[src/rtl/spike_encoder.sv]
// Rate-coding spike encoder: turns an 8-bit intensity into a spike train and a
// weighted synaptic-current word (I_syn) for the downstream neuron decoder.
// Deterministic mode uses a phase accumulator; stochastic mode compares an
// 8-bit Fibonacci LFSR against the intensity. Optional refractory quiet time
// follows each spike, and spikes are counted per window for readback.
//
// state  | meaning
// -------+---------------------------------------------------------------
// IDLE   | no output activity; LFSR still free-runs while enabled
// RUN    | encoding; candidates are emitted as spikes
// REFRAC | quiet period after a spike; acc/LFSR advance, candidates dropped
module spike_encoder #(
    parameter int         WINDOW_LEN = 256,
    parameter int         REFRACTORY = 0,
    parameter logic [7:0] LFSR_SEED  = 8'hA5
) (
    input  logic       clk,
    input  logic       rst_n,
    input  logic       ena,
    input  logic [7:0] value,
    input  logic [7:0] weight,
    input  logic       mode,
    input  logic       load,
    output logic       spike,
    output logic [7:0] i_syn,
    output logic [7:0] spike_count,
    output logic       window_done
);

    // An all-zero seed would lock the LFSR, so it is replaced by 1.
    localparam logic [7:0] SEED_EFF    = (LFSR_SEED == 8'h00) ? 8'h01 : LFSR_SEED;
    localparam logic [8:0] WIN_LAST    = 9'(WINDOW_LEN - 1);
    localparam logic [3:0] REFRAC_LOAD = 4'(REFRACTORY);

    typedef enum logic [1:0] {
        IDLE   = 2'd0,
        RUN    = 2'd1,
        REFRAC = 2'd2
    } state_t;

    state_t     state;
    state_t     state_nxt;

    logic [7:0] value_reg;
    logic [7:0] weight_reg;
    logic       mode_reg;
    logic [7:0] acc;
    logic [7:0] lfsr;
    logic [7:0] live_cnt;
    logic [8:0] win_cnt;
    logic [3:0] refrac_cnt;

    logic       lfsr_fb;
    logic [7:0] lfsr_nxt;
    logic [8:0] acc_sum;
    logic       candidate;
    logic       step;
    logic       fire;
    logic       win_end;
    logic       enter_refrac;
    logic [7:0] live_inc;

    // Datapath decode: LFSR feedback, accumulator carry, step/fire/window qualifiers.
    always_comb begin
        lfsr_fb      = lfsr[7] ^ lfsr[5] ^ lfsr[4] ^ lfsr[3];
        lfsr_nxt     = {lfsr[6:0], lfsr_fb};
        acc_sum      = {1'b0, acc} + {1'b0, value_reg};
        candidate    = mode_reg ? (lfsr < value_reg) : acc_sum[8];
        step         = ena & ~load & (state != IDLE);
        fire         = step & candidate & (state == RUN);
        win_end      = step & (win_cnt == WIN_LAST);
        enter_refrac = fire & (REFRACTORY > 0);
        live_inc     = (live_cnt == 8'hFF) ? 8'hFF : (live_cnt + {7'd0, fire});
    end

    // State register.
    always_ff @(posedge clk or negedge rst_n) begin
        if (!rst_n) begin
            state <= IDLE;
        end else begin
            state <= state_nxt;
        end
    end

    // Next-state logic; load from any state restarts the encoder in RUN.
    always_comb begin
        state_nxt = state;
        if (ena) begin
            if (load) begin
                state_nxt = RUN;
            end else begin
                case (state)
                    RUN: begin
                        if (enter_refrac) begin
                            state_nxt = REFRAC;
                        end
                    end
                    REFRAC: begin
                        // Counter hits zero on this edge: quiet period is over.
                        if (refrac_cnt <= 4'd1) begin
                            state_nxt = RUN;
                        end
                    end
                    default: state_nxt = state;
                endcase
            end
        end
    end

    // Input capture, accumulator, LFSR, counters and registered outputs.
    always_ff @(posedge clk or negedge rst_n) begin
        if (!rst_n) begin
            value_reg   <= 8'h00;
            weight_reg  <= 8'h00;
            mode_reg    <= 1'b0;
            acc         <= 8'h00;
            lfsr        <= SEED_EFF;
            live_cnt    <= 8'h00;
            win_cnt     <= 9'd0;
            refrac_cnt  <= 4'd0;
            spike       <= 1'b0;
            i_syn       <= 8'h00;
            spike_count <= 8'h00;
            window_done <= 1'b0;
        end else if (ena) begin
            lfsr        <= lfsr_nxt;
            spike       <= 1'b0;
            i_syn       <= 8'h00;
            window_done <= 1'b0;
            if (load) begin
                value_reg  <= value;
                weight_reg <= weight;
                mode_reg   <= mode;
                acc        <= 8'h00;
                live_cnt   <= 8'h00;
                win_cnt    <= 9'd0;
                refrac_cnt <= 4'd0;
            end else if (step) begin
                acc   <= acc_sum[7:0];
                spike <= fire;
                i_syn <= fire ? weight_reg : 8'h00;
                if (enter_refrac) begin
                    refrac_cnt <= REFRAC_LOAD;
                end else if ((state == REFRAC) && (refrac_cnt != 4'd0)) begin
                    refrac_cnt <= refrac_cnt - 4'd1;
                end
                if (win_end) begin
                    spike_count <= live_inc;
                    window_done <= 1'b1;
                    win_cnt     <= 9'd0;
                    live_cnt    <= 8'h00;
                end else begin
                    win_cnt  <= win_cnt + 9'd1;
                    live_cnt <= live_inc;
                end
            end
        end else begin
            // Paused: everything holds, but pulses must not stretch.
            spike       <= 1'b0;
            i_syn       <= 8'h00;
            window_done <= 1'b0;
        end
    end

endmodule

[config.mk]
export PLATFORM = sky130hd
export DESIGN_NAME = spike_encoder
export DESIGN_NICKNAME = d
export VERILOG_FILES = /design/src/rtl/spike_encoder.sv
export SDC_FILE = /design/constraint.sdc
export NUM_CORES = 1
export LEC_CHECK = 0
export ABC_AREA = 1
export CAP_MARGIN = 20
export CORE_UTILIZATION = 60
export DETAILED_ROUTE_END_ITERATION = 7
export PLACE_DENSITY = 0.95
export SLEW_MARGIN = 5
export SYNTH_ARGS = -nofsm -noshare
export SYNTH_HDL_FRONTEND = slang
export SYNTH_SLANG_ARGS = --single-unit
export TNS_END_PERCENT = 5
[constraint.sdc]
create_clock -name clk -period 5.95 [get_ports clk]
set_input_delay 1.19 -clock clk [delete_from_list [all_inputs] [get_ports clk]]
set_output_delay 1.19 -clock clk [all_outputs]
set_load 0.01 [all_outputs]
==> impl_results.md, run 1 <==
* Clock latency at the later pin of the worst-skew pair at 0.34 ns
* Number of fill cells at 377
* Die area at 0.006067 mm^2
* Int Power at 872.4 uW
* Minimum clock period at 3.465 ns
* Biggest register: win_cnt
* WHS Endpoint: spike_count[2]
* Slew Limit Fails at 0
* GRT Total Usage at 26.36%
* Worst Setup End Kind: register
* Combinational cell fraction of total power at 23.9%
* Dominant cell type by area after synthesis: dfrtp_1
* Type of the worst min-delay path: register to register
* Startpoint Class: input port
* Register bit total from synthesis at 69
* Share of post-route cells with drive strength above 1 at 9.577%
* Switching Share at 30.65%
* Initial Util at 62.38%
* DRT Pass-1 Iters at 5
* Die height at 77.89 um
* XOR/XNOR Fraction of Synth Area at 0.7603%
* Post_cts resized at 0
* Cell Area, Synth at 0.003456 mm^2
* Yosys top cell area share at 47.07%
* CP Data Required Time at 6.18 ns
* Seq/Total Area, Yosys at 50.11%
* Fmax at 288.6 MHz
* Psw at 385.5 uW
* DR DRC count at 0
* Clock Skews at 0.006645 ns
* Post-synth EDFFs at 0
* Async S/R FF share, synth at 100.0%
* Worst vdd ir at 0.2391 mV
* DR vias/cell at 5.376
* Max Cap Viol at 0
* # IOs at 39
* Antenna Diode Count at 0
* Layout Area Growth over Synthesis at 17.92%
* Final setup fails at 0
* Core ar. at 0.005540 mm^2
* Worst r2r path cells at 19
* Worst r2r src: value_reg[0]
* Mapped Nets at 443
* CTS Sinks at 69
* Routed len/inst at 13.64 um
* Post-synthesis cell type count at 32
* Post-CTS Setup Bufs at 0
* Pin count of the biggest net entering global routing at 70
* Synth Area in Compound Gates at 9.957%
* Final net count at 486
* Gate count of the mapped netlist at 402
* Number of global-route vias before repair at 2,720
* Clk network pwr share at 30.2%
* Hold Crit Depth at 2
* Lkg Pwr at 2.055 nW
* Rows at 27
* Ys flop type: dfrtp_1
* Most frequent cells after synthesis: 117 x nand2_1, 65 x dfrtp_1, 53 x inv_1
* WP data arrival at 3.70 ns
* PwrDens at 308.7 mW/mm^2
* Max reg flops at 9
* Routed WL at 7106 um
* Hold_buf cts at 0
* Outcome: completed
* Avg Inst Size Synth at 8.597 um^2
* Die Width at 77.89 um
* Worst r2r dst: live_cnt[6]
* Util after Layout at 73.55%
* Min-delay src: spike_count[2]
* Starting DRC count in detailed routing at 249
* Setup TNS at 0 ns
* Routed via count at 2,801
* Post-route ant nets at 0
* Tcrit/Tclk final at 58.23%
* CTS tree: yes
* CP Max Fanout at 11
* Ys Warns at 0
* Worst-path clk slew at 0.07 ns
* Seq pwr share at 45.9%
* Simple-Gate Fraction of Synth Area at 24.08%
* RSZ-0062 raised after global routing: false
* Combinational family with the most area after synthesis: simple AND/OR/NAND/NOR gates
* Clock buffer depth at 2
* Clock Tree Root: clkbuf_8
* Slew of the pin with the lowest slew margin at 0.8548 ns
* Count leader, synth: nand2_1
* Post-Synth Adder-Cell Area at 7.458%
* GPL Wtd Cong at 0.8639
* Slew HR at 43.02%
* # port buffers at 38
* Antenna violations before repair at 0
* Final hold violations at 0
* Multiplexer share of the synthesized area at 0%
* Worst R2R Setup Slack at 3.02 ns
* Gr ovfl total at 0
* Crit Path Class: input port to register
* DP HPWL at 4927 um
* Synth top area cells: dfrtp_1 47%, nand2_1 13%, ha_1 6.9%
* Total CTS buffers at 9
* First-pass GRT wire length at 12,230 um
* H-tree levels at 3
-- worst max path at each step --
stage,startpoint,endpoint,cells after the start
2_1_floorplan,ena,spike_count[1],13
3_3_place_gp,ena,live_cnt[4],16
3_5_place_dp,ena,live_cnt[4],16
4_1_cts,ena,live_cnt[6],16
5_1_grt,ena,live_cnt[6],16
6_report,ena,live_cnt[6],16
-- cells by family (layout without fill, tap and decap cells) --
logic type,after synthesis,in the layout
AO/OA/AOI/OAI,62,62
XOR/XNOR,3,3
adder cells (fa/ha/maj),20,20
buffers and inverters,65,112
flip-flops,69,69
AND/OR/NAND/NOR,183,183
-- layout make-up --
type / count / area (um^2) / area share, %
Multi-Input combinational cell: 268 / 1460 / 35.83
Clock inverter: 1 / 30.03 / 0.7369
Inverter: 58 / 217.7 / 5.342
Tap cell: 72 / 90.09 / 2.211
Timing Repair Buffer: 39 / 382.9 / 9.395
Sequential cell: 69 / 1732 / 42.49
Clock buffer: 14 / 162.7 / 3.991
-- worst max-delay path, cell delays in order --
cell and delay [ns]:
clkdlybuf4s50_1 0.67, inv_2 0.14, nor2_4 0.12, nand2_4 0.12
inv_2 0.13, nand2_1 0.06, inv_1 0.06, nand2_2 0.14
inv_1 0.09, ha_1 0.20, ha_1 0.21, inv_1 0.08
o21ai_0 0.25, nand3_2 0.11, nand2_1 0.07, o21ai_1 0.05
-- layout by cell type (no fill, tap or decap), types with 4 or more instances in the layout --
cell	instances
ha_1	19
a21oi_1	12
nand3_1	24
o21ai_1	5
or2_2	5
o21ai_0	33
inv_2	5
nand2_1	117
nor2_1	18
nand4_1	5
inv_1	53
clkbuf_8	11
clkdlybuf4s50_1	37
o21ai_2	4
dfrtp_1	65
dfstp_2	4
-- power groups by stage --
| stage | registers, mW | logic [mW] | clock network [mW] |
|---|---|---|---|
| 2_1_floorplan | 0.574 | 0.213 | 0 |
| 3_3_place_gp | 0.581 | 0.278 | 0 |
| 3_5_place_dp | 0.584 | 0.296 | 0 |
| 4_1_cts | 0.576 | 0.300 | 0.382 |
| 5_1_grt | 0.583 | 0.342 | 0.404 |
| 6_report | 0.577 | 0.300 | 0.380 |
-- metrics by stage --
step | power (mW) | std cells | setup slack [ns] | hold WS, ns | area [um^2]
floorplan | 0.7867 | 402 | 3.163 | 0.4530 | 3456
global placement | 0.8585 | 506 | 2.309 | 0.4618 | 3882
detailed placement | 0.8793 | 506 | 2.211 | 0.4641 | 3882
CTS | 1.259 | 521 | 2.516 | 0.4825 | 4075
global route | 1.329 | 521 | 2.276 | 0.5138 | 4075
finish | 1.258 | 521 | 2.485 | 0.4786 | 4075
-- routing by layer --
layer | part of all wire (%) | GRT usage [%] | vias up | routed length [um]
li1 | - | - | 1374 | -
met1 | 45 | 34.74 | 1315 | 3179
met3 | 4.6 | 4.824 | 19 | 327
met2 | 48 | 41.95 | 93 | 3428
met5 | 0 | 0 | - | 0
met4 | 2.4 | 13.15 | 0 | 171
Note: power is estimated with default switching activity, not from simulation.
==> run 2, diff against run 1 <==
--- a/config.mk
+++ b/config.mk
@@ -7,9 +7,9 @@
 export LEC_CHECK = 0
 export ABC_AREA = 1
 export CAP_MARGIN = 20
-export CORE_UTILIZATION = 60
+export CORE_UTILIZATION = 51
 export DETAILED_ROUTE_END_ITERATION = 7
-export PLACE_DENSITY = 0.95
+export PLACE_DENSITY = 0.87
 export SLEW_MARGIN = 5
 export SYNTH_ARGS = -nofsm -noshare
 export SYNTH_HDL_FRONTEND = slang
==> constraint.sdc (replaced) <==
create_clock -name clk -period 2.9 [get_ports clk]
set_input_delay 0.58 -clock clk [delete_from_list [all_inputs] [get_ports clk]]
set_output_delay 0.58 -clock clk [all_outputs]
set_load 0.01 [all_outputs]
==> impl_results.md, run 2 (same netlist as run 1, synthesis figures left out) <==
* Die height at 84.32 um
* Cell area after layout at 0.004113 mm^2
* Switching Share at 31.25%
* PwrDens at 625.5 mW/mm^2
* Outcome: finished, violations left
* Hold_buf cts at 0
* Worst-path clk slew at 0.07 ns
* Antenna violations before repair at 0
* DP HPWL at 5024 um
* GPL Wtd Cong at 0.8717
* Rows at 29
* Met2 Use GR at 37.33%
* Lkg Pwr at 2.070 nW
* # IOs at 39
* Core ar. at 0.006459 mm^2
* CTS Sinks at 69
* Total CTS buffers at 9
* Post_cts resized at 0
* # port buffers at 38
* Post-route ant nets at 0
* Setup TNS at 0 ns
* Startpoint Class: register
* CTS tree: yes
* Biggest register: win_cnt
* Max stage delay on crit path at 0.43 ns
* Pin count of the biggest net entering global routing at 70
* Pre-CTS setup slack at 0.1501 ns
* Antenna Diode Count at 0
* CP top delay family: adder cells
* Max Cap Viol at 0
* Int Power at 1.769 mW
* Fmax at 374.8 MHz
* Combinational cell fraction of total power at 24.2%
* Routed WL at 6964 um
* Post-CTS Setup Bufs at 0
* Worst setup margin at 0.2319 ns
* Crit Path Class: register to register
* Starting DRC count in detailed routing at 219
* Max reg flops at 9
* Final hold violations at 0
* Clock Skews at 0.008337 ns
* WP data arrival at 2.91 ns
* RSZ-0062 raised after global routing: false
* CP Buf/Inv Count at 4
* Clk network pwr share at 29.8%
* Final setup fails at 0
* DR DRC count at 3
* CP Data Required Time at 3.14 ns
* DRT Pass-1 Iters at 6
* Most frequent cells in the layout: 116 x nand2_1, 65 x dfrtp_1, 53 x inv_1, 37 x clkdlybuf4s50_1, 32 x o21ai_0
* Slew Limit Fails at 0
* Slew HR at 44.84%
* Clock buffer depth at 2
* Slowest CP cell: dfrtp_1
* GRT Total Usage at 22.18%
* CP Cell Sequence: ha_2 -> inv_1 -> fa_1 -> inv_1 -> nand3_1 -> nand2_2 -> nand2_1 -> nand3b_1 -> nand2_1 -> inv_1 -> nand2_2 -> inv_1 -> ha_1 -> ha_2 -> or2_2 -> nand2_1 -> nand2_1
* CP Max Fanout at 4
* Gr ovfl total at 0
* Die Width at 84.32 um
* Minimum clock period at 2.668 ns
* Clock latency at the later pin of the worst-skew pair at 0.35 ns
* Number of global-route vias before repair at 2,899
* Routed via count at 2,807
* Die area at 0.007109 mm^2
* Tcrit/Tclk final at 92.00%
* Met3 Track Usage GR at 6.195%
* Met1 usage in global routing at 27.13%
* Worst vdd ir at 0.3652 mV
* DR vias/cell at 5.296
* Slew of the pin with the lowest slew margin at 0.8274 ns
* Inst Count DP at 514
* Worst Setup End Kind: register
* Clock Tree Root: clkbuf_8
* Layout Area Growth over Synthesis at 19.01%
* Routed len/inst at 13.14 um
* H-tree levels at 3
* First-pass GRT wire length at 12,510 um
* Post-DP Area at 0.003911 mm^2
* Psw at 803.9 uW
* Type of the worst min-delay path: input port to asynchronous set/reset pin
* Initial Util at 53.51%
* Violated checks: DRC
* Share of post-route cells with drive strength above 1 at 11.70%
* Total power at 2.573 mW
* Busiest layer in global routing: met2
* Fin cells at 530
* Seq pwr share at 46.0%
* Final net count at 489
* Most common cell after layout, fill and taps aside: nand2_1
## run 2: cell count changes in the layout (fill, tap and decap cells not counted), moves of 2 or more
cell / change
clkinv_2: +4
buf_4: +3
ha_1: -2
ha_2: +2
clkbuf_1: -2
## run 2: power groups by stage
stage                     sequential (mW)  combinational, mW  clock, mW
final                                1.18              0.623      0.767
after global routing                 1.20              0.717      0.823
after CTS                            1.18              0.621      0.784
after detailed placement             1.20              0.617          0
after global placement               1.19              0.577          0
after floorplan                      1.18              0.437          0
## run 2: final timing paths
kind                       cells past startpoint              to           start  slack (ns)
setup / recovery                              17     live_cnt[1]    value_reg[0]        0.23
min in group clk                               2  spike_count[4]  spike_count[4]        0.49
hold / removal                                 2  spike_count[3]           rst_n        0.42
hold reg to reg                                2  spike_count[4]  spike_count[4]        0.49
setup reg to reg                              17     live_cnt[1]    value_reg[0]        0.23
max in group asynchronous                      2    value_reg[2]           rst_n        1.95
## run 2: layer usage
metal / routed length, um / vias to the layer above
met5: 0 / -
met4: 98 / 0
met3: 288 / 11
met2: 3381 / 73
met1: 3195 / 1347
li1: - / 1376
## run 2: cell type report
class,count,area [um^2]
Fill cell,534,2346
Tap cell,77,96.34
Sequential cell,69,1732
Clock inverter,5,50.05
Multi-Input combinational cell,268,1470
Timing Repair Buffer,42,405.4
Clock buffer,11,141.4
Inverter,58,217.7
## run 2: metrics by stage
stage / utilization (%) / hold WS, ns
6_report: 63.68 / 0.4207
5_1_grt: 63.68 / 0.4957
4_1_cts: 63.52 / 0.4460
3_5_place_dp: 60.56 / 0.4690
3_3_place_gp: 60.56 / 0.4630
2_1_floorplan: - / 0.2844
